$ cat config.mk
export PLATFORM = sky130hd
export DESIGN_NAME = axis_window_sequencer
export DESIGN_NICKNAME = d
export VERILOG_FILES = /design/src/rtl/window_seq_pkg.sv /design/src/rtl/axis_seq_out_reg.sv /design/src/rtl/axis_window_sequencer.sv
export SDC_FILE = /design/constraint.sdc
export NUM_CORES = 1
export LEC_CHECK = 0
export ABC_AREA = 1
export CAP_MARGIN = 30
export CORE_MARGIN = 4
export CORE_UTILIZATION = 47
export DETAILED_ROUTE_END_ITERATION = 7
export PLACE_DENSITY = 0.72
export SKIP_CTS_REPAIR_TIMING = 1
export SYNTH_ARGS = -nofsm -noshare
export SYNTH_HDL_FRONTEND = slang
export SYNTH_HIERARCHICAL = 1
export SYNTH_SLANG_ARGS = --single-unit
$ cat constraint.sdc
create_clock -name aclk -period 3.1 [get_ports aclk]
set_clock_uncertainty 0.15 [all_clocks]
set_input_delay 0.775 -clock aclk [delete_from_list [all_inputs] [get_ports aclk]]
set_output_delay 0.775 -clock aclk [all_outputs]
set_load 0.005 [all_outputs]
$ cat src/rtl/window_seq_pkg.sv
// Shared types and helpers for the AXI-Stream window frame sequencer.
//   state_t        sequencer states (IDLE, ARM, BURST, GAP)
//   MIN_FRAME_LEN  shortest frame the sequencer will produce
//   clamp_len()    raises a requested frame length to MIN_FRAME_LEN
package window_seq_pkg;

  typedef enum logic [1:0] {
    IDLE  = 2'd0,
    ARM   = 2'd1,
    BURST = 2'd2,
    GAP   = 2'd3
  } state_t;

  localparam int unsigned MIN_FRAME_LEN = 2;

  // A one-sample frame would need tlast on sample 0 and collide with the
  // coefficient restart, so short requests are raised to the minimum.
  function automatic logic [31:0] clamp_len(input logic [31:0] len);
    if (len < MIN_FRAME_LEN) begin
      return 32'(MIN_FRAME_LEN);
    end
    return len;
  endfunction

endpackage

$ cat src/rtl/axis_seq_out_reg.sv
// One-deep AXI-Stream output register carrying data and tlast.
// Ports:
//   aclk, resetn      clock, synchronous active-low reset
//   load_i            write data_i/last_i into the register (only when ready_o)
//   data_i, last_i    sample and end-of-frame flag to register
//   ready_o           register can take a sample this cycle
//   m_tdata_o, m_tvalid_o, m_tlast_o, m_tready_i   downstream AXIS channel
module axis_seq_out_reg
  import window_seq_pkg::*;
#(
  parameter int DATA_W = 16
) (
  input  logic              aclk,
  input  logic              resetn,
  input  logic              load_i,
  input  logic [DATA_W-1:0] data_i,
  input  logic              last_i,
  output logic              ready_o,
  output logic [DATA_W-1:0] m_tdata_o,
  output logic              m_tvalid_o,
  output logic              m_tlast_o,
  input  logic              m_tready_i
);

  logic              valid_q;
  logic              last_q;
  logic [DATA_W-1:0] data_q;

  // A load while the current word is being taken keeps the stream gapless.
  always_ff @(posedge aclk) begin
    if (!resetn) begin
      valid_q <= 1'b0;
      last_q  <= 1'b0;
      data_q  <= '0;
    end else if (load_i) begin
      valid_q <= 1'b1;
      last_q  <= last_i;
      data_q  <= data_i;
    end else if (m_tready_i) begin
      valid_q <= 1'b0;
      last_q  <= 1'b0;
    end
  end

  assign ready_o    = !valid_q || m_tready_i;
  assign m_tdata_o  = data_q;
  assign m_tvalid_o = valid_q;
  assign m_tlast_o  = last_q;

endmodule

$ cat src/rtl/axis_window_sequencer.sv
// Frame sequencer in front of axis_window_v1_0. Cuts the input stream into
// frames of cfg_frame_len samples, discards cfg_skip whole frames between
// bursts, pulses start_burst before each frame and marks the last sample
// with tlast.
// Ports:
//   aclk, resetn                        clock, synchronous active-low reset
//   cfg_enable, cfg_single              run request, one-frame-per-edge mode
//   cfg_frame_len, cfg_skip             frame length (min 2), gap frames
//   s_axis_tdata/tvalid/tready          sample input
//   m_axis_tdata/tvalid/tlast/tready    framed output
//   start_burst                         1-cycle pulse in the ARM cycle
//   busy, frame_cnt, overrun            status
// Optional build macro WINDOW_SEQ_BANK_EN adds coef_swap_req, coef_bank and
// coef_swap_ack: a requested coefficient bank swap is applied only in an
// ARM cycle so the bank is constant across a frame.
module axis_window_sequencer
  import window_seq_pkg::*;
#(
  parameter int DATA_W = 16,
  parameter int LEN_W  = 16,
  parameter int SKIP_W = 8,
  parameter int FCNT_W = 32
) (
  input  logic              aclk,
  input  logic              resetn,
  input  logic              cfg_enable,
  input  logic              cfg_single,
  input  logic [LEN_W-1:0]  cfg_frame_len,
  input  logic [SKIP_W-1:0] cfg_skip,
  input  logic [DATA_W-1:0] s_axis_tdata,
  input  logic              s_axis_tvalid,
  output logic              s_axis_tready,
  output logic [DATA_W-1:0] m_axis_tdata,
  output logic              m_axis_tvalid,
  output logic              m_axis_tlast,
  input  logic              m_axis_tready,
`ifdef WINDOW_SEQ_BANK_EN
  input  logic              coef_swap_req,
  output logic              coef_bank,
  output logic              coef_swap_ack,
`endif
  output logic              start_burst,
  output logic              busy,
  output logic [FCNT_W-1:0] frame_cnt,
  output logic              overrun
);

  state_t              state_q, state_d;
  logic                en_q;
  logic [LEN_W-1:0]    len_q, len_d;
  logic [SKIP_W-1:0]   skip_q, skip_d;
  logic [LEN_W-1:0]    sample_cnt_q, sample_cnt_d;
  logic [SKIP_W-1:0]   gap_cnt_q, gap_cnt_d;
  logic [FCNT_W-1:0]   frame_cnt_q, frame_cnt_d;
  logic                overrun_q, overrun_d;

  logic                en_rise;
  logic                out_ready;
  logic                s_ready;
  logic                load;
  logic                len_last;
  logic                gap_last;

  assign en_rise  = cfg_enable && !en_q;
  assign len_last = (sample_cnt_q == len_q - LEN_W'(1));
  assign gap_last = (gap_cnt_q == skip_q - SKIP_W'(1));

  always_ff @(posedge aclk) begin
    if (!resetn) begin
      state_q      <= IDLE;
      en_q         <= 1'b0;
      len_q        <= '0;
      skip_q       <= '0;
      sample_cnt_q <= '0;
      gap_cnt_q    <= '0;
      frame_cnt_q  <= '0;
      overrun_q    <= 1'b0;
    end else begin
      state_q      <= state_d;
      en_q         <= cfg_enable;
      len_q        <= len_d;
      skip_q       <= skip_d;
      sample_cnt_q <= sample_cnt_d;
      gap_cnt_q    <= gap_cnt_d;
      frame_cnt_q  <= frame_cnt_d;
      overrun_q    <= overrun_d;
    end
  end

  always_comb begin
    state_d      = state_q;
    len_d        = len_q;
    skip_d       = skip_q;
    sample_cnt_d = sample_cnt_q;
    gap_cnt_d    = gap_cnt_q;
    frame_cnt_d  = frame_cnt_q;
    s_ready      = 1'b0;
    load         = 1'b0;

    case (state_q)
      IDLE: begin
        s_ready = 1'b1;
        if (en_rise || (cfg_enable && !cfg_single)) begin
          state_d = ARM;
        end
      end

      ARM: begin
        // Configuration is sampled here only, so a frame never sees a change.
        len_d        = LEN_W'(clamp_len(32'(cfg_frame_len)));
        skip_d       = cfg_skip;
        sample_cnt_d = '0;
        gap_cnt_d    = '0;
        state_d      = BURST;
      end

      BURST: begin
        s_ready = out_ready;
        if (s_axis_tvalid && out_ready) begin
          load = 1'b1;
          if (len_last) begin
            sample_cnt_d = '0;
            frame_cnt_d  = frame_cnt_q + FCNT_W'(1);
            if (cfg_single || !cfg_enable) begin
              state_d = IDLE;
            end else if (skip_q == '0) begin
              state_d = ARM;
            end else begin
              state_d = GAP;
            end
          end else begin
            sample_cnt_d = sample_cnt_q + LEN_W'(1);
          end
        end
      end

      GAP: begin
        // Discarded frames are counted in whole frames of len samples.
        s_ready = 1'b1;
        if (s_axis_tvalid) begin
          if (len_last) begin
            sample_cnt_d = '0;
            if (gap_last) begin
              gap_cnt_d = '0;
              state_d   = cfg_enable ? ARM : IDLE;
            end else begin
              gap_cnt_d = gap_cnt_q + SKIP_W'(1);
            end
          end else begin
            sample_cnt_d = sample_cnt_q + LEN_W'(1);
          end
        end
      end

      default: state_d = IDLE;
    endcase
  end

  // A lost sample in the same cycle as a clearing enable edge stays recorded.
  always_comb begin
    overrun_d = overrun_q;
    if (state_q == BURST && s_axis_tvalid && !out_ready) begin
      overrun_d = 1'b1;
    end else if (en_rise) begin
      overrun_d = 1'b0;
    end
  end

  axis_seq_out_reg #(
    .DATA_W (DATA_W)
  ) u_out_reg (
    .aclk       (aclk),
    .resetn     (resetn),
    .load_i     (load),
    .data_i     (s_axis_tdata),
    .last_i     (len_last),
    .ready_o    (out_ready),
    .m_tdata_o  (m_axis_tdata),
    .m_tvalid_o (m_axis_tvalid),
    .m_tlast_o  (m_axis_tlast),
    .m_tready_i (m_axis_tready)
  );

  // Ready is forced low while reset is held so every output reads 0.
  assign s_axis_tready = resetn && s_ready;
  assign start_burst   = (state_q == ARM);
  assign busy          = (state_q != IDLE);
  assign frame_cnt     = frame_cnt_q;
  assign overrun       = overrun_q;

`ifdef WINDOW_SEQ_BANK_EN
  logic pend_q, pend_d;
  logic bank_q;
  logic swap_now;

  assign swap_now = (state_q == ARM) && pend_q;

  // A request seen during ARM is kept for the following ARM.
  always_comb begin
    pend_d = pend_q || coef_swap_req;
    if (state_q == ARM) begin
      pend_d = coef_swap_req;
    end
  end

  always_ff @(posedge aclk) begin
    if (!resetn) begin
      pend_q <= 1'b0;
      bank_q <= 1'b0;
    end else begin
      pend_q <= pend_d;
      bank_q <= bank_q ^ swap_now;
    end
  end

  // The new bank is presented already in the ARM cycle that acknowledges it.
  assign coef_swap_ack = swap_now;
  assign coef_bank     = bank_q ^ swap_now;
`endif

endmodule
Word-level counts from Yosys, hierarchy flattened
Index checks and enable logic that the tools add are counted.
{ "op_classes": {"order_cmp": 1, "n_eq_ne": 11, "n_mux": 30, "n_addsub": 5, "n_reduce_logical": 26} }
{ "ops": {"columns": ["operator", "n"], "rows": [
  ["2-to-1 mux 16 bit", 5],
  ["one-hot mux 16 bit (3 select lines)", 1],
  ["adder 32 x 1 -> 32 bit (second input constant)", 1],
  ["2-to-1 mux 8 bit", 3],
  ["adder 16 x 1 -> 16 bit (second input constant)", 1],
  ["== test 16 bit", 1],
  ["less-than comparator 16 x 2 -> 1 bit (second input constant)", 1],
  ["2-to-1 mux 2 bit", 8],
  ["one-hot mux 8 bit (2 select lines)", 1],
  ["subtractor 16 x 1 -> 16 bit (second input constant)", 1],
  ["2-to-1 mux 1 bit", 10],
  ["AND reduction 3 bit", 3],
  ["adder 8 x 1 -> 8 bit (second input constant)", 1],
  ["== test 8 bit", 1],
  ["logical NOT 8 bit", 1],
  ["!= test 2 bit (second input constant)", 4],
  ["one-hot mux 2 bit (4 select lines)", 1],
  ["nonzero test 2 bit", 4],
  ["subtractor 8 x 1 -> 8 bit (second input constant)", 1],
  ["logical AND 1 bit", 6],
  ["AND reduction 6 bit", 1],
  ["logical NOT 1 bit", 5],
  ["== test 2 bit (second input constant)", 2],
  ["!= test 2 x 1 -> 1 bit (second input constant)", 2],
  ["other kinds (6)", 8]
]} }
{ "word_totals": {"output_inout_bits": 54, "inputBits": 46, "register_bits": 102} }

Depth between registers and ports, before layout
Gate-level depths: netlist (run 1).
{ "logic_depth": {"depth_word": 6, "ltp_mapped": 17} }

Modules after synthesis
The synthesis (run 1) kept the hierarchy.
{ "modules_own_cells": {"columns": ["mod", "cells_each", "instances", "seq_area_each_um2", "area_per_inst_um2"], "rows": [
  ["axis_window_sequencer", 849, 1, 1681.6, 5447.7],
  ["axis_seq_out_reg", 79, 1, 360.3, 645.6]
]} }

Least setup slack after synthesis (run 1)
Ideal clock, no wire load.
{ "synth_timing": {"path_type": "register -> output", "from": "reg state_q[1]", "to": "out s_axis_tready", "path_stages_with_launch": 8, "setup_slack_ns": 0.842, "n_path_buf": 2, "arrival_ns": 1.333, "cell_sequence": "dfxtp_1 -> inv_1 -> ha_1 -> clkbuf_1 -> inv_1 -> nand2_1 -> clkbuf_1 -> a21oi_1"} }
{ "synth_via": {"elab_chain_len": 4, "elab_cells_between_ends": 6} }
{ "synth_lines": {"columns": ["element", "line", "rtl"], "rows": [
  ["start, declared", "axis_window_sequencer.sv:48", "state_t state_q, state_d;"],
  ["start signal, assigned", "axis_window_sequencer.sv:79", "state_q <= state_d;"],
  ["== test 2 bit / logical NOT 2 bit (equally long branches)", "axis_window_sequencer.sv:100", "case (state_q)"],
  ["OR reduction 2 bit (no source line)", null, null],
  ["one-hot mux 1 bit (2 select lines) (*)", "axis_window_sequencer.sv:100", null],
  ["logical AND 1 bit (*)", "axis_window_sequencer.sv:185", "assign s_axis_tready = resetn && s_ready;"],
  ["end, declared", "axis_window_sequencer.sv:32", "output logic s_axis_tready,"]
]} }
Mark *: on every way between the ends. The rest lies on a longest branch, timed or not.

Worst setup path after layout (run 1)
{ "layout_timing": {"from": "reg state_q[1]", "to": "out start_burst"} }
{ "layout_via": {"elab_chain_len": 1} }
{ "layout_lines": {"columns": ["element", "line", "rtl"], "rows": [
  ["== test 2 x 1 -> 1 bit", "axis_window_sequencer.sv:186", "assign start_burst = (state_q == ARM);"],
  ["end, declared", "axis_window_sequencer.sv:42", "output logic start_burst,"]
]} }
Every way passes these cells.

==> results of run 1 <==
worst max path at each step:
stage | from | to | slack [ps] | cells after the start
final | state_q[1]$_SDFFE_PN0P_ | start_burst | 360 | 4
after CTS | m_axis_tready | s_axis_tready | 40 | 6
after global routing | state_q[1]$_SDFFE_PN0P_ | start_burst | 290 | 4
after global placement | m_axis_tready | s_axis_tready | 40 | 6
after floorplan | state_q[1]$_SDFFE_PN0P_ | s_axis_tready | 840 | 7
after detailed placement | m_axis_tready | s_axis_tready | 40 | 6
worst max-delay path, stage by stage, from the launching register on:
cell and delay [ps]:
dfxtp_1 340, inv_1 120, ha_1 180, buf_4 270
clkdlybuf4s50_1 550
sequential cells by signal, indices dropped and copies added (netlist names):
name	count
u_out_reg/m_tlast_o	1
en_q	1
frame_cnt	32
gap_cnt_q	8
sample_cnt_q	16
u_out_reg/m_tdata_o	16
len_q	16
overrun	1
skip_q	8
state_q	2
u_out_reg/m_tvalid_o	1
routing by layer:
metal | share of wire | global-route usage | routed length [um]
met1 | 0.49 | 0.305 | 7790
met2 | 0.44 | 0.347 | 7070
met3 | 0.056 | 0.0594 | 890
met4 | 0.011 | 0.0448 | 170
met5 | 0 | 0 | 0
power groups by stage:
| stage | Sequential (mW) | Clock (mW) | Combinational [mW] |
|---|---|---|---|
| floorplan | 1.65 | 0 | 1.66 |
| global placement | 1.69 | 0 | 2.12 |
| detailed placement | 1.69 | 0 | 2.15 |
| CTS | 1.66 | 1.14 | 2.16 |
| global route | 1.69 | 1.19 | 2.47 |
| finish | 1.66 | 1.11 | 2.17 |
area by class of cell:
type | instances | area [um^2] | area share
clock inverter | 7 | 68.8 | 0.00918
inverter | 95 | 362 | 0.0482
clock buffer | 9 | 225 | 0.0300
timing repair buffer | 108 | 1060 | 0.141
tap | 172 | 215 | 0.0287
multi-input combinational | 704 | 3530 | 0.471
sequential | 102 | 2040 | 0.272
logic make-up (layout without fill, tap and decap cells):
family	after synthesis	after routing	share of synthesized area
DFF	102	102	0.335
adders and majority gates	9	9	0.0185
xor gates and xnor gates	44	44	0.0655
AOI/OAI and AO/OA	142	142	0.123
buffers and inverters	122	219	0.0867
and+or+nand+nor	509	509	0.371
placed cells by master, fill, tap and decap left out, types with 2 or more instances in the layout:
master	instances
nand2_1	248
nor4_1	7
inv_1	90
dfxtp_1	102
nand4_1	12
nor2_2	9
o21a_1	4
nand3b_1	3
clkbuf_16	9
ha_1	9
xnor2_1	16
buf_4	9
a21oi_1	65
clkinvlp_4	2
nor3b_1	2
nand2_2	5
inv_6	2
inv_2	4
o22ai_1	2
or2_2	3
nand3_1	57
clkinv_4	2
xor2_1	27
nor3_1	27
o21ai_1	20
nand3_4	2
a211oi_1	3
nand3_2	4
nor3b_2	2
clkdlybuf4s50_1	97
nor2_4	3
nor2_1	120
o21bai_1	2
o21ai_0	40
synth_stat cells, drive strengths merged (2+ instances only):
library cell / number
o21ai: 61
nand3b: 3
nor3b: 4
inv: 95
xor2: 27
a21oi: 66
nand2: 254
nor3: 29
xnor2: 16
ha: 9
nor2: 133
buf: 14
o22ai: 2
nand4: 12
nor4: 7
o21a: 4
dfxtp: 102
clkbuf: 13
o21bai: 2
or2: 3
nand3: 63
a211oi: 3
==> reports/qor.txt, run 1 <==
layout cells sized above 1 - 0.0644
Num CTS Buffers - 9
CP Capture Type - primary output
Worst EP arrival - 1810 ps
Worst R2R Start - len_q[0]$_SDFFE_PN0P_
register area share after synthesis - 0.335
Final setup viols - 0
CP max FO - 20
root buf cell - clkbuf_16
Die ar. - 14800 um^2
RD Place Congestion - 0.945
status - finished clean
largest net degree at the start of global routing - 54
Max Cap Viol - 0
max-slew violation count - 0
logic gate share of total power - 0.438
initial antenna violation count - 0
Core Box Area - 12700 um^2
ranking of synthesized cells by area - dfxtp_1 34%, nand2_1 15%, nor2_1 7.5%
ANT cells - 0
R2R cell count - 15
r2r setup slk - 540 ps
vias in the first global route - 5762
Placed Cells incl. Taps - 1181
Clock Tree Buf Depth - 2
placed cell area - 7200 um^2
filler-free cell count of the finished design - 1197
measured slew at the worst slew-check pin - 986 ps
Ys Warns - 6
Area Growth Syn to Fin - 23.1%
Setup TNS Final - 0 ps
Remaining DRCs - 0
Total Nets Final - 1075
first-pass GRT wire length - 26900 um
port bufs - 99
Hold Path Origin - overrun$_SDFFE_PN0P_
wire length per cell - 13.3 um
CP Launch Type - flip-flop
drt via density - 5.05
Distinct cells, synth - 46
Primary FF master, synth - dfxtp_1
pre-CTS WS - 38.7 ps
post-route cell area - 7500 um^2
Final Hold Vio Count - 0
R2R Path End - gap_cnt_q[5]$_SDFFE_PN0P_
htree depth - 3
Hold Slack - 334 ps
Synth top area share - 0.335
post-synthesis async set-or-reset flop share - 0
CP Class - flip-flop to primary output
GR Overflow Total - 0
DR iter-0 viols - 382
Worst Hold Depth - 2
clock sinks - 102
Core Util, Final - 0.592
register bit total from synthesis - 102
Post-Syn Instances - 928
I/O pins - 100
Worst Slack Setup Final - 363 ps
EDFF count, synth - 0
Hold EP - overrun$_SDFFE_PN0P_
Avg Cell Area, Syn - 6.57 um^2
Peak VDD IR - 0.411 mV
Pwr Density - 659 nW/um^2
GRT Util Overall - 0.220
Min Clock Period, post-route - 2740 ps
RSZ-0062 raised after global routing - false
iteration count of the initial detailed-routing pass - 7
Sw Pwr - 2.05 mW
leading area contributor after synthesis - dfxtp_1
Post-Syn Area - 6090 um^2
switching part of the total - 0.415
Tcrit/Tclk final - 0.883
clock network power share - 0.225
filler cell count in the final layout - 1245
Leak Pwr - 2.87 nW
# rows - 41
initial core utilization - 0.481
register share of total power - 0.337
routed via count - 6042
Worst Path Required - 2170 ps
die height - 122 um
dpl hpwl - 11700 um
die outline width - 122 um
Int Pwr - 2.89 mW
Power Total - 4.94 mW
Mapped Nets - 983
Post-DRT Antenna Nets - 0
worst skew pair latency - 350 ps
CTS tree - done
Clk pin slew, worst setup/hold paths - 70 ps
max_slew headroom - 0.342
Hold Crit Class - flip-flop to flip-flop
final wirelength - 15900 um
FMAX - 0.365 GHz
(Power assumes the default switching activity.)
==> inputs of run 2 (changes only) <==
Settings changed: GPL_TIMING_DRIVEN from default to 0, RECOVER_POWER from default to 50.
==> run 2 against run 1 <==
Clock-buffer cell count did not move. Utilization rose by 0.78 points. Via count rose by 1.4%. Sequential power barely moved. Power rose by 1.1%. Die area did not move. Critical path depth rose by 4. Final area rose by 1.3%. Non-clock buffer count rose by 18. Routed wire length rose by 4.0%. Combinational power barely moved. Setup slack got worse by 72 ps. Critical endpoint is now s_axis_tready. Largest power group unchanged. Highest routed layer unchanged.
==> reports/qor.txt, run 2 (synthesis gave the netlist of run 1 again) <==
status - finished clean
Int Pwr - 2.91 mW (+0.75%)
Hold Path Origin - overrun$_SDFFE_PN0P_
CP max FO - 10 (-50%)
commonest non-fill, non-tap cell in the layout - nand2_1
layout cells sized above 1 - 0.0671 (+0.00272)
R2R Path End - frame_cnt[26]$_SDFFE_PN0P_
iteration count of the initial detailed-routing pass - 6 (-1)
largest net degree at the start of global routing - 21 (-61%)
max_slew headroom - 0.579 (+0.237)
logic gate share of total power - 0.441 (+0.003)
wire length per cell - 13.6 um (+2.5%)
Worst EP arrival - 1880 ps (+70 ps)
dpl hpwl - 12900 um (+10%)
Num CTS Buffers - 9 (unchanged)
RD Place Congestion - 0.935 (-1.1%)
max-slew violation count - 0 (unchanged)
Placed Cells incl. Taps - 1199 (+1.5%)
I/O pins - 100 (unchanged)
RSZ-0062 raised after global routing - false
Hold Slack - 313 ps (-21.3 ps)
Sw Pwr - 2.08 mW (+1.6%)
routed via count - 6126 (+1.4%)
DR iter-0 viols - 375 (-1.8%)
register share of total power - 0.332 (-0.005)
first-pass GRT wire length - 27400 um (+2.0%)
Hold EP - overrun$_SDFFE_PN0P_
clock network power share - 0.227 (+0.002)
CP Capture Type - primary output
CP Class - flip-flop to primary output
root buf cell - clkbuf_16
drt via density - 5.04 (-0.11%)
Hold Crit Class - flip-flop to flip-flop
pre-CTS WS - -644 ps (-683 ps)
GR Overflow Total - 0 (unchanged)
most frequent cells in the layout - 248 x nand2_1, 121 x nor2_1, 102 x dfxtp_1
Worst Path Required - 2170 ps (about the same)
Total Nets Final - 1093 (+1.7%)
port bufs - 99 (unchanged)
switching part of the total - 0.417 (+0.00194)
Final setup viols - 0 (unchanged)
r2r setup slk - 570 ps (+30 ps)
# rows - 41 (unchanged)
die height - 122 um (unchanged)
Post-DRT Antenna Nets - 0 (unchanged)
Worst R2R Start - len_q[0]$_SDFFE_PN0P_
max reg flops - 32 (unchanged)
final wirelength - 16600 um (+4.0%)
Core Box Area - 12700 um^2 (unchanged)
Leak Pwr - 3.11 nW (+8.2%)
Pwr Density - 657 nW/um^2 (-0.23%)
die outline width - 122 um (unchanged)
vias in the first global route - 5666 (-1.7%)
Peak VDD IR - 0.399 mV (-2.9%)
CP Launch Type - flip-flop
Die ar. - 14800 um^2 (unchanged)
Clock Tree Buf Depth - 2 (unchanged)
Final Hold Vio Count - 0 (unchanged)
htree depth - 3 (unchanged)
Remaining DRCs - 0 (unchanged)
Tcrit/Tclk final - 0.906 (+0.0233)
measured slew at the worst slew-check pin - 632 ps (-353 ps)
Min Clock Period, post-route - 2810 ps (+72.2 ps)
Area Growth Syn to Fin - 24.7%
R2R cell count - 16 (+1)
Worst Hold Depth - 2 (unchanged)
filler cell count in the final layout - 1282 (+3.0%)
initial core utilization - 0.481 (unchanged)
Worst Slack Setup Final - 291 ps (-72.2 ps)
Max Cap Viol - 0 (unchanged)
worst skew pair latency - 360 ps (about the same)
GRT Util Overall - 0.229 (+0.00846)
Clk pin slew, worst setup/hold paths - 80 ps (about the same)
CTS tree - done
clock sinks - 102 (unchanged)
initial antenna violation count - 0 (unchanged)
filler-free cell count of the finished design - 1215 (+1.5%)
ANT cells - 0 (unchanged)
FMAX - 0.356 GHz (-2.6%)
run 2: cell types whose count changed in the layout (fill, tap and decap cells not counted), sizes merged:
cell	change
clkinvlp	-1
dlygate4sd3	+52
buf	+4
inv	+3
clkinv	-2
clkdlybuf4s50	-52
clkbuf	+14
run 2: cell type report:
cell class,count,area (um^2),share of cell area
multi-input combinational,704,3530,0.464
inverter,95,362,0.0476
clock inverter,7,72.6,0.00955
sequential,102,2040,0.269
tap,172,215,0.0283
buffer,27,165,0.0217
timing repair buffer,99,988,0.130
clock buffer,9,225,0.0296
run 2: worst max-delay path: stages, from the launching register on:
cell and delay [ps]:
dfxtp_1 370, inv_1 100, ha_1 240, buf_4 200, inv_1 100, nand2_1 70, buf_4 190, a21oi_2 110
dlymetal6s2s_1 130
run 2: through the flow:
stage	power, mW	cell area (um^2)	TNS, ps	utilization
after floorplan	3.30	6090	0	-
after global placement	3.84	7300	-634	0.576
after detailed placement	3.87	7300	-644	0.576
after CTS	5.03	7600	-640	0.600
after global routing	5.42	7600	0	0.600
final	5.00	7600	0	0.600
run 2: power groups by stage:
stage                     sequential, mW  combinational, mW  clock, mW
after global routing                1.69               2.51       1.22
after floorplan                     1.65               1.66          0
final                               1.66               2.20       1.13
after detailed placement            1.68               2.19          0
after CTS                           1.66               2.21       1.17
after global placement              1.68               2.16          0
run 2: worst max-delay path by stage:
stage,slack (ps),cells past startpoint,startpoint,to
final,290,8,state_q[1]$_SDFFE_PN0P_,s_axis_tready
after global routing,150,8,state_q[1]$_SDFFE_PN0P_,s_axis_tready
after CTS,-640,5,resetn,s_axis_tready
after detailed placement,-640,5,resetn,s_axis_tready
after global placement,-630,5,resetn,s_axis_tready
after floorplan,840,7,state_q[1]$_SDFFE_PN0P_,s_axis_tready
run 2: routing by layer:
layer / GRT usage / share of wire / up-vias
li1: - / - / 3220
met1: 0.312 / 0.47 / 2736
met2: 0.359 / 0.45 / 153
met3: 0.0636 / 0.063 / 17
met4: 0.0567 / 0.013 / 0
met5: 0 / 0 / -
